`config.mk`:
```
export PLATFORM = sky130hd
export DESIGN_NAME = gpio_ctrl
export DESIGN_NICKNAME = d
export VERILOG_FILES = /design/src/rtl/gpio_ctrl.sv
export SDC_FILE = /design/constraint.sdc
export NUM_CORES = 1
export LEC_CHECK = 0
export ABC_AREA = 0
export CAP_MARGIN = 20
export CORE_MARGIN = 2
export CORE_UTILIZATION = 50
export DETAILED_ROUTE_END_ITERATION = 10
export PLACE_DENSITY_LB_ADDON = 0.15
export REMOVE_ABC_BUFFERS = 1
export SYNTH_ARGS = -nofsm -noshare
export SYNTH_HDL_FRONTEND = slang
export SYNTH_SLANG_ARGS = --single-unit
```
`constraint.sdc`:
```
create_clock -name clk_in -period 2.7 [get_ports clk_in]
set_clock_uncertainty 0.1 [all_clocks]
set_input_delay 0.675 -clock clk_in [delete_from_list [all_inputs] [get_ports clk_in]]
set_output_delay 0.675 -clock clk_in [all_outputs]
set_load 0.05 [all_outputs]
```
`src/rtl/gpio_ctrl.sv`:
```
// gpio_ctrl: register-mapped controller for one bank of bidirectional pad cells.
// Drives per-pad configuration and output data, synchronizes the returned pad
// values, and latches qualified rising/falling edges into a sticky STATUS
// register that feeds a registered level interrupt.
module gpio_ctrl #(
  parameter int NUM_PINS   = 8,
  parameter int CONF_WIDTH = 3,
  parameter int ADDR_WIDTH = 6
) (
  input  logic                             clk_in,
  input  logic                             rst_in,
  input  logic                             req_in,
  input  logic                             we_in,
  input  logic [ADDR_WIDTH-1:0]            addr_in,
  input  logic [31:0]                      wdata_in,
  output logic [31:0]                      rdata_out,
  output logic                             rvalid_out,
  output logic [NUM_PINS*CONF_WIDTH-1:0]   io_cell_cfg_out,
  output logic [NUM_PINS-1:0]              from_core_out,
  input  logic [NUM_PINS-1:0]              to_core_in,
  output logic                             irq_out
);

  // Width of the per-pad option field (cfg bits above the direction bit).
  localparam int PW = (CONF_WIDTH > 1) ? CONF_WIDTH - 1 : 1;

  localparam logic [ADDR_WIDTH-1:0] A_DIR     = ADDR_WIDTH'(0);
  localparam logic [ADDR_WIDTH-1:0] A_OUT     = ADDR_WIDTH'(1);
  localparam logic [ADDR_WIDTH-1:0] A_IN      = ADDR_WIDTH'(2);
  localparam logic [ADDR_WIDTH-1:0] A_RISE_EN = ADDR_WIDTH'(3);
  localparam logic [ADDR_WIDTH-1:0] A_FALL_EN = ADDR_WIDTH'(4);
  localparam logic [ADDR_WIDTH-1:0] A_STATUS  = ADDR_WIDTH'(5);
  localparam int                    PINCFG_BASE = 8;

  logic                wr_en;
  logic                rd_en;
  logic [NUM_PINS-1:0] wdata_pins;
  logic                unused_wdata;

  assign wr_en        = req_in & we_in;
  assign rd_en        = req_in & ~we_in;
  assign wdata_pins   = wdata_in[NUM_PINS-1:0];
  assign unused_wdata = ^wdata_in;

  logic [NUM_PINS-1:0] dir_q, dir_d;
  logic [NUM_PINS-1:0] out_q, out_d;
  logic [NUM_PINS-1:0] rise_en_q, rise_en_d;
  logic [NUM_PINS-1:0] fall_en_q, fall_en_d;
  logic [NUM_PINS-1:0] status_q, status_d;
  logic [NUM_PINS-1:0] s1_q, s2_q, s3_q;
  logic [NUM_PINS-1:0] edge_q, edge_d;
  logic                irq_q;
  logic [31:0]         rdata_q, rdata_d;
  logic                rvalid_q;
  logic [NUM_PINS*PW-1:0] pincfg_flat;

  // Bank-wide register writes; STATUS is W1C with a new edge winning over a clear.
  always_comb begin
    dir_d     = dir_q;
    out_d     = out_q;
    rise_en_d = rise_en_q;
    fall_en_d = fall_en_q;
    status_d  = status_q;
    if (wr_en) begin
      case (addr_in)
        A_DIR:     dir_d     = wdata_pins;
        A_OUT:     out_d     = wdata_pins;
        A_RISE_EN: rise_en_d = wdata_pins;
        A_FALL_EN: fall_en_d = wdata_pins;
        A_STATUS:  status_d  = status_q & ~wdata_pins;
        default:   ;
      endcase
    end
    status_d = status_d | edge_q;
  end

  // Read mux; unmapped addresses and non-read cycles yield zero.
  always_comb begin
    rdata_d = '0;
    if (rd_en) begin
      case (addr_in)
        A_DIR:     rdata_d = 32'(dir_q);
        A_OUT:     rdata_d = 32'(out_q);
        A_IN:      rdata_d = 32'(s2_q);
        A_RISE_EN: rdata_d = 32'(rise_en_q);
        A_FALL_EN: rdata_d = 32'(fall_en_q);
        A_STATUS:  rdata_d = 32'(status_q);
        default:   ;
      endcase
      for (int i = 0; i < NUM_PINS; i++) begin
        if (addr_in == ADDR_WIDTH'(PINCFG_BASE + i)) begin
          rdata_d = 32'(pincfg_flat[i*PW +: PW]);
        end
      end
    end
  end

  genvar gi;
  generate
    for (gi = 0; gi < NUM_PINS; gi++) begin : g_pin
      logic [PW-1:0] pincfg_q;
      logic [1:0]    mask_q, mask_d;
      logic          pin_sel;
      logic          rise, fall;

      assign pin_sel = wr_en && (addr_in == ADDR_WIDTH'(PINCFG_BASE + gi));
      assign rise    = s2_q[gi] & ~s3_q[gi];
      assign fall    = ~s2_q[gi] & s3_q[gi];

      // An edge qualifies only in input mode, outside the post-turnaround mask window.
      assign edge_d[gi] = ~dir_q[gi] && (mask_q == 2'd0) &&
                          ((rise && rise_en_q[gi]) || (fall && fall_en_q[gi]));

      // Mask counter reloads on an output->input turnaround and counts down to 0.
      always_comb begin
        mask_d = mask_q;
        if (dir_q[gi] && !dir_d[gi]) begin
          mask_d = 2'd3;
        end else if (mask_q != 2'd0) begin
          mask_d = mask_q - 2'd1;
        end
      end

      // Per-pad option register and mask counter state.
      always_ff @(posedge clk_in) begin
        if (rst_in) begin
          pincfg_q <= '0;
          mask_q   <= '0;
        end else begin
          if (pin_sel) pincfg_q <= wdata_in[PW-1:0];
          mask_q <= mask_d;
        end
      end

      assign pincfg_flat[gi*PW +: PW] = pincfg_q;

      if (CONF_WIDTH > 1) begin : g_cfg
        assign io_cell_cfg_out[gi*CONF_WIDTH +: CONF_WIDTH] = {pincfg_q, ~dir_q[gi]};
      end else begin : g_cfg_dir_only
        assign io_cell_cfg_out[gi] = ~dir_q[gi];
      end
    end
  endgenerate

  // Bank registers, synchronizer chain, edge stage, interrupt and read response.
  always_ff @(posedge clk_in) begin
    if (rst_in) begin
      dir_q     <= '0;
      out_q     <= '0;
      rise_en_q <= '0;
      fall_en_q <= '0;
      status_q  <= '0;
      s1_q      <= '0;
      s2_q      <= '0;
      s3_q      <= '0;
      edge_q    <= '0;
      irq_q     <= 1'b0;
      rdata_q   <= '0;
      rvalid_q  <= 1'b0;
    end else begin
      dir_q     <= dir_d;
      out_q     <= out_d;
      rise_en_q <= rise_en_d;
      fall_en_q <= fall_en_d;
      status_q  <= status_d;
      s1_q      <= to_core_in;
      s2_q      <= s1_q;
      s3_q      <= s2_q;
      edge_q    <= edge_d;
      irq_q     <= |status_q;
      rdata_q   <= rdata_d;
      rvalid_q  <= rd_en;
    end
  end

  assign from_core_out = out_q;
  assign irq_out       = irq_q;
  assign rdata_out     = rdata_q;
  assign rvalid_out    = rvalid_q;

endmodule

```
==> After elaboration in Yosys (flattened, before gate mapping) <==
Cells that the tools add are included.
Widths: inputs -> output; s select.
{ "totals": {"reg_bits": 114, "out_inout_bits": 66, "elab_cells": 221, "input_bits": 50} }
{ "classes": {"bitwise": 47, "eq_ne": 13, "reduce_logical": 95, "add_sub_neg": 8, "mux": 29} }
{ "ops": {"columns": ["op", "n"], "rows": [
  ["$eq 6x4->1 const B", 8],
  ["$logic_and 1x1->1", 48],
  ["$mux 2", 24],
  ["$pmux 8 s6", 1],
  ["$mux 8", 4],
  ["$reduce_bool 2->1", 16],
  ["$not 1->1", 26],
  ["$and 1x1->1", 18],
  ["$logic_not 2->1", 8],
  ["$sub 2x1->2 const B", 8],
  ["$eq 6x2->1 const B", 2],
  ["$eq 6x3->1 const B", 2],
  ["$reduce_or 10->1", 1],
  ["$and 8x8->8", 1],
  ["$logic_not 1->1", 8],
  ["$logic_or 1x1->1", 8],
  ["$not 8->8", 1],
  ["$or 8x8->8", 1],
  ["$reduce_or 8->1", 1],
  ["$eq 6x1->1 const B", 1],
  ["$logic_not 6->1", 1],
  ["$reduce_and 2->1", 3],
  ["$reduce_or 2->1", 1]
]} }

==> Depth between registers and ports, before layout <==
{ "depth": {"ltp_word": 10, "ltp_mapped": 7, "mapped_depth_nobuf": 4} }

==> Least setup slack after synthesis <==
OpenSTA, ideal clock, no wires.
{ "synth_path": {"path_type": "input to register", "start": "input port addr_in[1]", "end": "register rdata_q[4], in the netlist rdata_out[4]", "arrival_time_ns": 1.895, "slack_ns": 0.581, "cell_stages": 5, "path_buffers": 2, "setup_ns": 0.124, "path_cell_list": "buf_4 > buf_2 > mux4_2 > a222oi_1 > nor2_1"} }
{ "synth_between": {"elab_chain_cells": 2, "elab_cells_between_ends": 16, "cone_classes": "eq/ne (13); mux (1); reduce/logical (2)"} }
{ "synth_rtl": {"columns": ["item", "line_no", "rtl"], "rows": [
  ["start: declaration", "14", "input logic [ADDR_WIDTH-1:0] addr_in,"],
  ["$eq 6x3->1 (tied with other cells)", "81", "case (addr_in)"],
  ["$pmux 8 s6 or $reduce_or 10->1 (tied branches)", null, null],
  ["end signal: assignment", "171", "rdata_q <= rdata_d;"],
  ["end: declaration", "53", "logic [31:0] rdata_q, rdata_d;"]
]} }
Several ways; a longest one is shown, not always the timed one.
A chain may end at the register's enable or synchronous reset.

==> Worst setup path in the final report <==
{ "layout_path": {"start": "register dir_q[3]", "end": "output port io_cell_cfg_out[9]"} }
{ "layout_between": {"elab_chain_cells": 1} }
{ "layout_rtl": {"columns": ["item", "line_no", "rtl"], "rows": [
  ["start: declaration", "45", "logic [NUM_PINS-1:0] dir_q, dir_d;"],
  ["start signal: assignment", "161", "dir_q <= dir_d;"],
  ["$not 1->1", "138", "assign io_cell_cfg_out[gi*CONF_WIDTH +: CONF_WIDTH] = {pincfg_q, ~dir_q[gi]};"],
  ["end: declaration", "18", "output logic [NUM_PINS*CONF_WIDTH-1:0] io_cell_cfg_out,"]
]} }
Every way passes these cells.

==> results.sh <==
export IMPL_grt_pass1_wl_mm=19.1
export IMPL_critPathTopFamily="buffers and inverters"
export IMPL_cts_tree="done"
export IMPL_ys_warn_count=0
export IMPL_synth_flop_cell="dfxtp_1"
export IMPL_design_area_um2=6500
export IMPL_via_count=3847
export IMPL_required_ps=1920
export IMPL_fin_cells=743
export IMPL_synth_compound_area_share_pct=7.51
export IMPL_ys_seq_area_share_pct=45.9
export IMPL_finalCritPeriodShare_pct=93.2
export IMPL_hold_path_class="flip-flop to flip-flop"
export IMPL_grt_max_degree=88
export IMPL_setup_ws_ps=184
export IMPL_ir_worst_vdd_v=0.000606
export IMPL_min_from="edge_q[5]"
export IMPL_multiInputGateArea_um2=2350
export IMPL_antennaDiodeCount=0
export IMPL_ys_seq_elements=114
export IMPL_synth_edf_count=0
export IMPL_dpl_worst_slack_ps=-12.7
export IMPL_dieArea_um2=10700
export IMPL_drc=0
export IMPL_ys_top_cells_by_count="dfxtp_1, nor2_1, mux2i_1"
export IMPL_yosysMostFrequentCell="dfxtp_1"
export IMPL_power_mw=5.21
export IMPL_max_freq_mhz=397
export IMPL_clk_latency_ps=510
export IMPL_antenna_found_initial=0
export IMPL_synth_top_family_by_area="simple AND/OR/NAND/NOR gates"
export IMPL_post_cts_setup_buffer_count=0
export IMPL_slew_headroom_pct=65.2
export IMPL_slowest_stage="clkdlybuf4s50_1"
export IMPL_dpl_instance_area_um2=5820
export IMPL_cts_clk_slew_worst_paths_ps=50
export IMPL_critPathMaxFanout=4
export IMPL_synthMuxAreaShare_pct=15.0
export IMPL_path_cells="inv_1 -> clkdlybuf4s50_1"
export IMPL_synthDistinctLibCells=49
export IMPL_postSynthAreaPerCell_um2=9.66
export IMPL_synth_area_leaders="dfxtp_1, mux2i_1, nor2_1"
export IMPL_rsz0062_at_grt="no"
export IMPL_h_tree_depth=4
export IMPL_startpoint_type="flip-flop"
export IMPL_rows=36
export IMPL_period_minus_slack_ps=2520
export IMPL_area_growth_pct=30.9
export IMPL_worst_pin_slew_ps=520
export IMPL_cp_depth=2
export IMPL_gp_congestion=0.881
export IMPL_async_flop_share_pct=0
export IMPL_critical_path_buf_inv_count=2
export IMPL_nNetsFinal=655
export IMPL_status="complete, no violations"
export IMPL_die_h_um=104
export IMPL_cts_resized=0
export IMPL_globalRouteTotalUtil_pct=22.4
export IMPL_ctsHoldBuffers=0
export IMPL_synth_cells=514
export IMPL_avgViaCountPerCell=5.18
export IMPL_routed_wl_mm=11.6
export IMPL_worstReg2RegEnd="rdata_out[0]"
export IMPL_power_density_nw_per_um2=801
export IMPL_holdPathEnd="status_q[5]"
export IMPL_r2r_slack_ps=1160
export IMPL_numCtsBuffers=17
export IMPL_clock_sinks=114
export IMPL_final_max_slew_viol_count=0
export IMPL_drive_gt1_share_pct=14.6
export IMPL_slowest_delay_ps=800
export IMPL_avgRoutedWirePerCell_um=15.6
export IMPL_grt_pass1_vias=3866
export IMPL_yosysTopAreaCellShare_pct=45.9
export IMPL_synthXorXnorAreaFrac_pct=1.41
export IMPL_rr_worst_depth=3
export IMPL_setup_viol=0
export IMPL_netlist_top_cell_by_area="dfxtp_1"
export IMPL_synth_simple_area_share_pct=19.5
export IMPL_hpwl_mm=7.79
export IMPL_synthAdderAreaFrac_pct=2.02
export IMPL_initial_core_util_pct=51.1
export IMPL_grt_overflow_total=0
export IMPL_core_area_um2=9730
export IMPL_regArea_um2=2280
export IMPL_place_inst=711
export IMPL_ios=116
export IMPL_port_buffers=67
export IMPL_maxCapViolCount=0
export IMPL_finalHoldViolations=0
export IMPL_num_fill_cells=778
export IMPL_crit_type="flip-flop to output pin"
export IMPL_die_w_um=104
export IMPL_rr_startpoint="dir_q[0]"
export IMPL_cts_root_buf="clkbuf_8"
export IMPL_p_leak_nw=2.55
export IMPL_cp_data_arrival_time_ps=1740
export IMPL_drt_pass1_iterations=5
export IMPL_clk_path_buf_depth=2
export IMPL_netlist_area_um2=4970
export IMPL_ant_nets=0
export IMPL_worst_setup_path_end_kind="output pin"
export IMPL_hold_depth=2
export IMPL_drtIter0Drc=247
worst min-delay path: stages (launching register included):
cell     delay (ps)
dfxtp_1         300
a21oi_1          40
nor2_1           70
logic make-up (layout without fill, tap and decap cells):
family          Yosys count  count (layout)
buf+inv                  81             154
fa+ha+maj                 8               8
other cells               1              24
xor+xnor                  8               8
compound gates           61              61
simple gates            178             178
flops                   114             114
mux                      63              63
through the flow:
stage                     setup TNS [ps]  util (%)  hold WS (ps)
after floorplan                        0         -           313
after global placement                 0      59.8           316
after detailed placement           -21.4      59.8           329
after CTS                              0      66.8           347
after global routing                   0      66.8           356
final                                  0      66.8           340
power breakdown:
part           total, mW  switching, mW  internal [mW]
registers           1.86         0.0493           1.81
clock network       2.54          0.781           1.76
logic              0.810          0.433          0.377
total               5.21           1.26           3.95
cell type report:
cell class / count / share of cell area [%]
Clock inverter: 12 / 3.46
Timing Repair Buffer: 97 / 14.3
Tap cell: 133 / 2.56
Clock buffer: 20 / 7.01
Sequential cell: 114 / 35.1
Multi-Input combinational cell: 342 / 36.1
Inverter: 25 / 1.44
flip-flops by register name, summed over array words and instances, names as in the netlist:
| signal | flops |
|---|---|
| s2_q | 8 |
| s3_q | 8 |
| g_pin.mask_q | 16 |
| rise_en_q | 8 |
| rdata_out | 8 |
| irq_out | 1 |
| status_q | 8 |
| dir_q | 8 |
| from_core_out | 8 |
| g_pin.pincfg_q | 16 |
| edge_q | 8 |
| s1_q | 8 |
| fall_en_q | 8 |
| rvalid_out | 1 |
cells in the final DEF (no fill, tap or decap), types with 2 or more instances in the layout:
cell / Yosys / layout
a21oi_1: 35 / 35
a222oi_1: 6 / 6
a32o_1: 2 / 2
and2_1: 2 / 2
and3_1: 10 / 10
buf_12: 0 / 3
buf_4: 28 / 28
bufinv_16: 0 / 6
clkbuf_16: 0 / 16
clkbuf_8: 0 / 4
clkdlybuf4s50_1: 0 / 66
clkinvlp_4: 0 / 3
conb_1: 1 / 24
dfxtp_1: 114 / 114
ha_1: 8 / 8
inv_1: 25 / 25
inv_6: 0 / 2
mux2_2: 10 / 10
mux2i_1: 45 / 45
mux4_2: 8 / 8
nand2_1: 29 / 29
nand2b_1: 2 / 2
nand3_1: 3 / 3
nand3_2: 2 / 2
nand3b_1: 9 / 9
nand4_1: 9 / 9
nor2_1: 62 / 62
nor2b_1: 26 / 26
nor4_1: 2 / 2
nor4_4: 2 / 2
o21ai_0: 10 / 10
o2bb2ai_1: 2 / 2
or3_1: 8 / 8
xor2_1: 8 / 8
how the worst max path moves through the flow:
stage | startpoint | end | slack (ps)
after floorplan | addr_in[5] | rise_en_q[0] | 330
after global placement | addr_in[5] | g_pin[0].mask_q[1] | 40
after detailed placement | addr_in[5] | g_pin[2].mask_q[0] | -10
after CTS | dir_q[3] | io_cell_cfg_out[9] | 170
after global routing | g_pin[7].pincfg_q[0] | io_cell_cfg_out[22] | 110
final | dir_q[3] | io_cell_cfg_out[9] | 180
layer usage:
layer  share of wire [%]  track usage (%)
met5                   0                0
met4                0.97             6.85
met3                 5.2             6.73
met1                  46             28.6
met2                  48             36.8
(Power assumes the default switching activity.)
